$ cat src/rtl/psg_pkg.sv
// Shared definitions for the AY-3-891x PSG bus master: bus phase encodings,
// FSM states and the queued request format.
package psg_pkg;

    // Bus phases encoded as {bdir, bc1}; bc2 is tied high at the PSG.
    localparam logic [1:0] BusIdle  = 2'b00;
    localparam logic [1:0] BusRd    = 2'b01;
    localparam logic [1:0] BusWr    = 2'b10;
    localparam logic [1:0] BusLatch = 2'b11;

    localparam logic [3:0] DefaultAddrMask = 4'b0000;

    typedef enum logic [2:0] {
        StIdle,
        StLatch,
        StGap,
        StWrite,
        StRead,
        StEnd
    } psg_state_e;

    typedef struct packed {
        logic       we;
        logic [3:0] addr;
        logic [7:0] wdata;
    } psg_req_t;

    localparam int unsigned ReqWidth = $bits(psg_req_t);

endpackage

$ cat src/rtl/psg_bus_fifo.sv
// Synchronous request FIFO. Pushes while full are dropped even when a pop
// happens on the same edge.
module psg_bus_fifo #(
    parameter int unsigned WIDTH = 8,
    parameter int unsigned DEPTH = 4
) (
    input  logic             clock,
    input  logic             reset,
    input  logic             push_i,
    input  logic [WIDTH-1:0] wdata_i,
    input  logic             pop_i,
    output logic [WIDTH-1:0] rdata_o,
    output logic             full_o,
    output logic             empty_o
);

    localparam int unsigned PtrW = $clog2(DEPTH);
    localparam logic [PtrW:0] DepthCnt = DEPTH[PtrW:0];

    logic [PtrW-1:0]  wptr_q, rptr_q;
    logic [PtrW:0]    count_q;
    logic [WIDTH-1:0] mem_q [DEPTH];
    logic             do_push, do_pop;

    assign full_o  = (count_q == DepthCnt);
    assign empty_o = (count_q == '0);
    assign do_push = push_i && !full_o;
    assign do_pop  = pop_i && !empty_o;
    assign rdata_o = mem_q[rptr_q];

    always_ff @(posedge clock or negedge reset) begin
        if (!reset) begin
            wptr_q  <= '0;
            rptr_q  <= '0;
            count_q <= '0;
        end else begin
            if (do_push) wptr_q <= wptr_q + 1'b1;
            if (do_pop)  rptr_q <= rptr_q + 1'b1;
            case ({do_push, do_pop})
                2'b10:   count_q <= count_q + 1'b1;
                2'b01:   count_q <= count_q - 1'b1;
                default: count_q <= count_q;
            endcase
        end
    end

    always_ff @(posedge clock) begin
        if (do_push) mem_q[wptr_q] <= wdata_i;
    end

endmodule

$ cat src/rtl/psg_bus_master.sv
// Valid/ready front end that queues PSG register accesses and sequences the
// latch, write and read bus phases on the PSG clock enable.
module psg_bus_master
    import psg_pkg::*;
#(
    parameter int unsigned DEPTH      = 4,
    parameter logic [3:0]  ADDRMASK   = DefaultAddrMask,
    parameter bit          ADDR_CACHE = 1'b1
) (
    input  logic       clock,
    input  logic       reset,
    input  logic       ce,
    input  logic       req_valid,
    output logic       req_ready,
    input  logic       req_we,
    input  logic [3:0] req_addr,
    input  logic [7:0] req_wdata,
    output logic       rd_valid,
    output logic [7:0] rd_data,
    output logic       busy,
    output logic       bdir,
    output logic       bc1,
    output logic [7:0] da,
    input  logic [7:0] psg_q
);

    psg_state_e state_q, state_d;
    psg_req_t   push_req, head, cur_q;
    logic       full, empty, pop, cache_hit;
    logic       cache_valid_q;
    logic [3:0] cache_addr_q;
    logic       rd_valid_q;
    logic [7:0] rd_data_q;
    logic [1:0] bus;

    assign push_req = '{we: req_we, addr: req_addr, wdata: req_wdata};

    psg_bus_fifo #(
        .WIDTH (ReqWidth),
        .DEPTH (DEPTH)
    ) u_fifo (
        .clock   (clock),
        .reset   (reset),
        .push_i  (req_valid),
        .wdata_i (push_req),
        .pop_i   (pop),
        .rdata_o (head),
        .full_o  (full),
        .empty_o (empty)
    );

    assign req_ready = !full;
    assign busy      = !empty || (state_q != StIdle);
    assign pop       = ce && (state_q == StIdle) && !empty;
    assign cache_hit = ADDR_CACHE && cache_valid_q && (head.addr == cache_addr_q);

    always_ff @(posedge clock or negedge reset) begin
        if (!reset) begin
            state_q <= StIdle;
        end else begin
            state_q <= state_d;
        end
    end

    always_comb begin
        state_d = state_q;
        if (ce) begin
            case (state_q)
                StIdle: begin
                    if (!empty) begin
                        if (cache_hit) state_d = head.we ? StWrite : StRead;
                        else           state_d = StLatch;
                    end
                end
                StLatch: state_d = StGap;
                StGap:   state_d = cur_q.we ? StWrite : StRead;
                StWrite: state_d = StEnd;
                StRead:  state_d = StEnd;
                StEnd:   state_d = StIdle;
                default: state_d = StIdle;
            endcase
        end
    end

    always_comb begin
        bus = BusIdle;
        da  = 8'h00;
        case (state_q)
            StLatch: begin
                bus = BusLatch;
                da  = {ADDRMASK, cur_q.addr};
            end
            StWrite: begin
                bus = BusWr;
                da  = cur_q.wdata;
            end
            StRead:  bus = BusRd;
            default: bus = BusIdle;
        endcase
    end

    assign {bdir, bc1} = bus;

    // Current transaction, address cache and read capture.
    always_ff @(posedge clock or negedge reset) begin
        if (!reset) begin
            cur_q         <= '0;
            cache_valid_q <= 1'b0;
            cache_addr_q  <= 4'h0;
            rd_valid_q    <= 1'b0;
            rd_data_q     <= 8'h00;
        end else begin
            if (pop) cur_q <= head;
            if (ce && (state_q == StLatch)) begin
                cache_valid_q <= 1'b1;
                cache_addr_q  <= cur_q.addr;
            end
            rd_valid_q <= ce && (state_q == StRead);
            if (ce && (state_q == StRead)) rd_data_q <= psg_q;
        end
    end

    assign rd_valid = rd_valid_q;
    assign rd_data  = rd_data_q;

endmodule

$ cat config.mk
export PLATFORM = sky130hd
export DESIGN_NAME = psg_bus_master
export DESIGN_NICKNAME = d
export VERILOG_FILES = /design/src/rtl/psg_pkg.sv /design/src/rtl/psg_bus_fifo.sv /design/src/rtl/psg_bus_master.sv
export SDC_FILE = /design/constraint.sdc
export NUM_CORES = 1
export LEC_CHECK = 0
export CELL_PAD_IN_SITES_DETAIL_PLACEMENT = 0
export CELL_PAD_IN_SITES_GLOBAL_PLACEMENT = 1
export CORE_ASPECT_RATIO = 0.75
export CORE_MARGIN = 5
export CORE_UTILIZATION = 43
export CTS_CLUSTER_SIZE = 14
export DETAILED_ROUTE_END_ITERATION = 8
export DONT_BUFFER_PORTS = 1
export GPL_TIMING_DRIVEN = 0
export PLACE_DENSITY = 0.66
export SKIP_LAST_GASP = 1
export SYNTH_ARGS = -nofsm -noshare
export SYNTH_HDL_FRONTEND = slang
export SYNTH_SLANG_ARGS = --single-unit
$ cat constraint.sdc
create_clock -name clock -period 4 [get_ports clock]
set_input_delay 0.2 -clock clock [delete_from_list [all_inputs] [get_ports clock]]
set_output_delay 0.2 -clock clock [all_outputs]
set_load 0.05 [all_outputs]
==> impl_metrics.yaml, run 1 <==
synth:
  yosysSeqAreaShare: 0.671
  synth_nets: 254
  synthesis.area_sq_um: 3710
  yosys_warnings: 0
  ys_ff_latch: 89
  syn_inst: 223
  syn_area_per_cell_sq_um: 16.6
  yosysUniqueCellTypes: 43
drt:
  viasPerCell: 5.28
  drc: 0
  dr.pass1.iters: 4
  routedWlPerCell_microns: 18.7
  route.vias.total: 1921
  antenna_left: 0
  detail_route.iter0.violations: 49
  finalWirelength_mm: 6.82
timing:
  fmax_mhz: 380
  clock_skew_ns: 0.00765
  fin_crit_ns: 2.63
  hold_violations: 0
  setup-tns-final_ns: 0
  rsz0062_at_grt: "no"
  slew_violations: 0
  fin_crit_sh: 0.659
  finalSetupViolations: 0
  worst_pin_slew_ns: 1.10
  setup_slack_ns: 1.37
  maxSlewHeadroom: 0.270
power_and_ir_drop:
  leakagePower_nw: 1.62
  pwr_density_cell_nw_per_um2: 812
  peakVddDrop_uv: 494
clocking:
  cts.sinks: 89
  cts_root_buffer: "clkbuf_16"
  clock_path_buffers: 2
  clkSlewWorstSetupHoldPaths_ns: 0.06
  htree_num_levels: 3
  ctsResizeCount: 0
  tritoncts: "done"
  clk_latency_ns: 0.34
  cts_buffers: 9
critical_path:
  cp.arrival_ns: 2.90
  crit_fanout: 10
  critPathCaptureType: "flop"
  critical_path_required_ns: 4.26
  startpoint_type: "flop"
  criticalPathCategory: "reg -> reg"
floorplan:
  std_cell_rows: 29
  start_util: 0.440
  dieArea_sq_um: 10600
  coreArea_sq_um: 8420
  die_w_microns: 117
  dieHeight_microns: 90.4
  io_pins: 46
layout:
  drive_gt1_frac: 0.238
  final_common_cell: "edfxtp_1"
  diodes: 0
  nFillCells: 721
  nets: 282
  area_growth_pct: 15.6
  mostFrequentLayoutCells: "edfxtp_1, dfrtp_1, mux2_2, dlygate4sd3_1, mux4_2"
placed_design:
  place.gp.congestion: 0.736
  dpl.hpwl_mm: 4.57
  port_buffers: 0
  place_ws_ns: 1.38
grt:
  grt_usage: 0.140
  antenna_found_initial: 0
  grt_pass1_wl_mm: 10.9
  overflow: 0
  grt_max_degree: 38
  grt_pass1_vias: 2007
run_status:
  status: "complete, no violations"
job:
  maxCapViolations: 0
min_path:
  hold_class: "in -> reg"
critical path, stage by stage (launching register included):
cell,delay [ns]
dfrtp_1,0.35
clkbuf_1,0.19
nor3_1,0.33
nand3_2,0.24
inv_2,0.18
buf_4,0.23
ha_1,0.20
inv_1,0.06
fa_1,0.37
xor2_1,0.17
nor2_1,0.11
xor2_1,0.14
sequential cells by signal (all words and copies together), names as in the netlist:
| signal | cells |
|---|---|
| u_fifo.count_q | 3 |
| state_q | 3 |
| rd_valid | 1 |
| rd_data | 8 |
| cur_q | 13 |
| u_fifo.wptr_q | 2 |
| u_fifo.rptr_q | 2 |
| u_fifo.mem_q | 52 |
| cache_addr_q | 4 |
| cache_valid_q | 1 |
per-stage QoR:
step	cell area [sq um]	hold WS, ns	total power [mW]	cells	utilization
global placement	3840	-0.0937	2.72	331	0.456
floorplan	3710	-0.0956	2.50	223	-
CTS	4270	0.00153	3.53	363	0.508
detailed placement	3840	-0.0936	2.75	331	0.456
finish	4280	0.0143	3.48	364	0.509
global route	4280	0.0000269	3.69	364	0.509
kinds of logic after synthesis:
family                     after synthesis  share of synthesized area
DFF                                     89                      0.671
muxes                                   45                      0.171
and+or+nand+nor                         45                     0.0675
buffers and inverters                   17                     0.0213
AOI/OAI and AO/OA                       12                     0.0253
xor gates and xnor gates                 9                     0.0213
adders and majority gates                6                     0.0223
Yosys cell counts:
master      n  share of area
dfrtp_1    37           0.25
nand2b_1    4         0.0068
nor2_1      8         0.0081
a22oi_1     1         0.0020
buf_4       1         0.0020
mux2i_1     9          0.024
buf_1       1         0.0010
or3b_2      1         0.0024
nand3_1     2         0.0027
nand3b_1    2         0.0041
nor3_1      1         0.0013
o31ai_2     1         0.0034
o21ai_0     1         0.0013
or2_2       2         0.0034
a221oi_1    1         0.0024
or3_1       1         0.0017
o21bai_1    1         0.0020
o31ai_1     1         0.0020
nand2_1     8         0.0081
mux4_2     11          0.067
fa_1        1         0.0054
xor2_1      2         0.0047
o2111ai_1   1         0.0024
edfxtp_1   52           0.42
xnor2_1     7          0.017
and3_1      8          0.014
inv_2       1         0.0010
nor2b_1     3         0.0051
ha_1        5          0.017
buf_2       3         0.0041
o221ai_1    1         0.0024
o21a_1      1         0.0020
and2_1      3         0.0051
clkbuf_1    3         0.0030
nand3_2     1         0.0027
mux2_2     24          0.073
a21oi_1     1         0.0013
nor3_2      1         0.0027
mux4_1      1         0.0071
o22ai_1     1         0.0017
buf_6       1         0.0030
inv_1       7         0.0071
a211o_1     1         0.0024
repair_timing:
item	CTS	global route
hold endpoints to repair	90	1
setup buffers	0	0
hold buffers	16	1
area by class of cell:
| cell class | count | area (sq um) | share of cell area |
|---|---|---|---|
| buffer | 9 | 48.8 | 0.0114 |
| multi-input combinational | 117 | 1140 | 0.266 |
| tap | 108 | 135 | 0.0315 |
| timing repair buffer | 17 | 180 | 0.0421 |
| clock inverter | 6 | 33.8 | 0.00789 |
| sequential | 89 | 2490 | 0.581 |
| clock buffer | 10 | 229 | 0.0534 |
| inverter | 8 | 30.0 | 0.00701 |
metal layers:
layer / part of all wire / vias to the layer above / wire length [microns] / GRT usage
met2: 0.47 / 39 / 3170 / 0.207
met4: 0.011 / 0 / 76 / 0.0344
met5: 0 / - / 0 / 0
met1: 0.46 / 984 / 3130 / 0.185
met3: 0.065 / 10 / 445 / 0.0663
li1: - / 888 / - / -
power by group:
group / leakage [nW] / internal [mW] / switching (mW) / total, mW
Clock: 0.128 / 0.416 / 0.328 / 0.744
Sequential: 0.918 / 1.28 / 0.301 / 1.58
Combinational: 0.576 / 0.490 / 0.666 / 1.16
worst paths after layout:
check | start | endpoint | slack [ns] | cells past startpoint
hold reg to reg | cur_q[7] | cur_q[7] | 0.50 | 1
setup reg to reg | state_q[1] | u_fifo.count_q[2] | 1.37 | 11
hold / removal | psg_q[6] | rd_data[6] | 0.01 | 1
min in group asynchronous | reset | cur_q[10] | 0.33 | 2
max in group asynchronous | reset | u_fifo.wptr_q[1] | 3.49 | 2
setup / recovery | state_q[1] | u_fifo.count_q[2] | 1.37 | 11
(Power assumes the default switching activity.)
==> inputs of run 2 (changes only) <==
--- a/config.mk
+++ b/config.mk
@@ -14,7 +14,7 @@
 export DETAILED_ROUTE_END_ITERATION = 8
 export DONT_BUFFER_PORTS = 1
 export GPL_TIMING_DRIVEN = 0
-export PLACE_DENSITY = 0.66
+export PLACE_DENSITY = 0.68
 export SKIP_LAST_GASP = 1
 export SYNTH_ARGS = -nofsm -noshare
 export SYNTH_HDL_FRONTEND = slang
==> constraint.sdc (replaced) <==
create_clock -name clock -period 2.4 [get_ports clock]
set_input_delay 0.12 -clock clock [delete_from_list [all_inputs] [get_ports clock]]
set_output_delay 0.12 -clock clock [all_outputs]
set_load 0.05 [all_outputs]
==> run 2 against run 1 <==
Net effect: register-to-register slack worse by 1.2 ns; sequential power up 67%; flip-flop and latch count is the same; cell area rose by 3.5%; die area stayed put; combinational power increased by 72%; power rose by 74%; clock power increased by 90%; critical endpoint is now da[0]; hold slack improved by 0.038 ns; cell count grew 1.9%; largest cell class unchanged; core utilization up 1.8 points.
==> impl_metrics.yaml, run 2 (same netlist as run 1, synthesis figures left out) <==
layout:
  nFillCells: 694
  nets: 289
  mostFrequentLayoutCells: "edfxtp_1, dfrtp_1, mux2_2, dlygate4sd3_1, mux4_2"
  diodes: 0
  drive_gt1_frac: 0.281
  stdcell_count: 371
  final_common_cell: "edfxtp_1"
  utilization: 0.527
  fin_area_sq_um: 4430
  area_growth_pct: 19.6
  regMostFlops: "u_fifo.mem_q"
  largest_reg_flops: 52
grt:
  grt_pass1_wl_mm: 11.4
  grt_pass1_vias: 2033
  antenna_found_initial: 0
  grt_usage: 0.145
  grt_max_degree: 38
  overflow: 0
floorplan:
  dieHeight_microns: 90.4
  start_util: 0.440
  coreArea_sq_um: 8420
  io_pins: 46
  std_cell_rows: 29
  die_w_microns: 117
  dieArea_sq_um: 10600
clocking:
  clkSlewWorstSetupHoldPaths_ns: 0.06
  clk_latency_ns: 0.34
  cts.sinks: 89
  cts_root_buffer: "clkbuf_16"
  tritoncts: "done"
  clock_path_buffers: 2
  cts_buffers: 9
  htree_num_levels: 3
critical_path:
  reg2reg_depth: 10
  critPathSlowestCell: "buf_1"
  cpPeakStageDelay_ns: 0.56
  critical_path_required_ns: 2.28
  startpoint_type: "flop"
  path_buf_inv: 2
  cp.arrival_ns: 2.19
  path_cells: "clkbuf_1 > buf_1 > mux2i_1 > nor2_2"
  criticalPathCategory: "reg -> out"
  crit_fanout: 10
  crit_cells: 4
  crit_family: "buffers and inverters"
  critPathCaptureType: "output port"
power_and_ir_drop:
  seqPwrFrac: 0.437
  leakagePower_nw: 1.66
  p_clk_frac: 0.233
  p_comb_frac: 0.330
  pwr_density_cell_nw_per_um2: 1360
  internal_power_mw: 3.79
  peakVddDrop_uv: 657
  switching_share: 0.373
  power.switching_mw: 2.25
drt:
  finalWirelength_mm: 6.85
  viasPerCell: 5.22
  detail_route.iter0.violations: 78
  antenna_left: 0
  routedWlPerCell_microns: 18.5
  dr.pass1.iters: 4
  drc: 0
  route.vias.total: 1936
run_status:
  status: "complete, no violations"
timing:
  setup_slack_ns: 0.0871
  clock_skew_ns: 0.00755
  fin_crit_ns: 2.31
  worst_pin_slew_ns: 1.08
  finalSetupViolations: 0
  setup-tns-final_ns: 0
  fmax_mhz: 432
  rsz0062_at_grt: "yes"
  hold_violations: 0
  fin_crit_sh: 0.964
  maxSlewHeadroom: 0.280
  slew_violations: 0
job:
  maxCapViolations: 0
placed_design:
  dp.cells: 331
  place_ws_ns: -0.289
  place.gp.congestion: 0.752
  placed_cell_area_sq_um: 3850
  dpl.hpwl_mm: 4.48
  port_buffers: 0
min_path:
  holdPathStages: 3
  hold_class: "in -> reg"
[run 2: cell types whose count changed in the layout (fill, tap and decap cells not counted), moves of 2 or more]
cell and change:
clkinv_2 -2, dlygate4sd3_1 +7, nor2_1 -4, and3_1 -4, inv_6 +3, clkinv_1 -2
and3_2 +4, nor2_2 +4
[run 2: layout make-up]
| cell class | instances | area, sq um | area share |
|---|---|---|---|
| Tap cell | 108 | 135 | 0.0305 |
| Clock inverter | 6 | 72.6 | 0.0164 |
| Inverter | 8 | 38.8 | 0.00875 |
| Multi-Input combinational cell | 117 | 1170 | 0.264 |
| Clock buffer | 10 | 229 | 0.0516 |
| Sequential cell | 89 | 2490 | 0.561 |
| Timing Repair Buffer | 25 | 258 | 0.0581 |
| Buffer | 8 | 41.3 | 0.00931 |
[run 2: tightest hold or removal path: stages]
cell      delay, ns
nor2_1         0.08
a221oi_1       0.06
o21a_1         0.10
[run 2: per-layer routing]
| layer | up-vias | wire length (microns) | GRT usage | part of all wire |
|---|---|---|---|---|
| li1 | 905 | - | - | - |
| met1 | 977 | 3160 | 0.206 | 0.46 |
| met2 | 47 | 3180 | 0.202 | 0.46 |
| met3 | 7 | 433 | 0.0556 | 0.063 |
| met4 | 0 | 78 | 0.0516 | 0.011 |
| met5 | - | 0 | 0 | 0 |
[run 2: metrics by stage]
step	hold WS [ns]	power (mW)
6_report	0.0527	6.05
3_5_place_dp	-0.173	4.58
2_1_floorplan	-0.176	4.17
5_1_grt	0.0745	6.43
3_3_place_gp	-0.173	4.55
4_1_cts	0.0425	6.11
[run 2: power by group through the flow]
stage	Sequential [mW]	Clock [mW]	Combinational [mW]
floorplan	2.58	0	1.59
global placement	2.66	0	1.89
detailed placement	2.67	0	1.91
CTS	2.64	1.45	2.01
global route	2.70	1.53	2.20
finish	2.64	1.41	1.99
[run 2: path summary, 6_finish.rpt]
path | from | end | slack (ns)
max | state_q[1] | da[0] | 0.09
min | ce | state_q[0] | 0.05
max reg2reg | state_q[1] | u_fifo.count_q[2] | 0.14
min reg2reg | cur_q[12] | cur_q[12] | 0.50
max in group asynchronous | reset | cur_q[7] | 1.94
min in group asynchronous | reset | cur_q[8] | 0.26
[run 2: repair_timing]
item                                    in CTS  in global routing
hold buffers                                24                  0
buffers inserted                             1                  0
resized for setup                            6                  8
endpoints found under the hold margin       98                  0
pin swaps                                    1                  1
endpoints found under the setup margin       6                  8
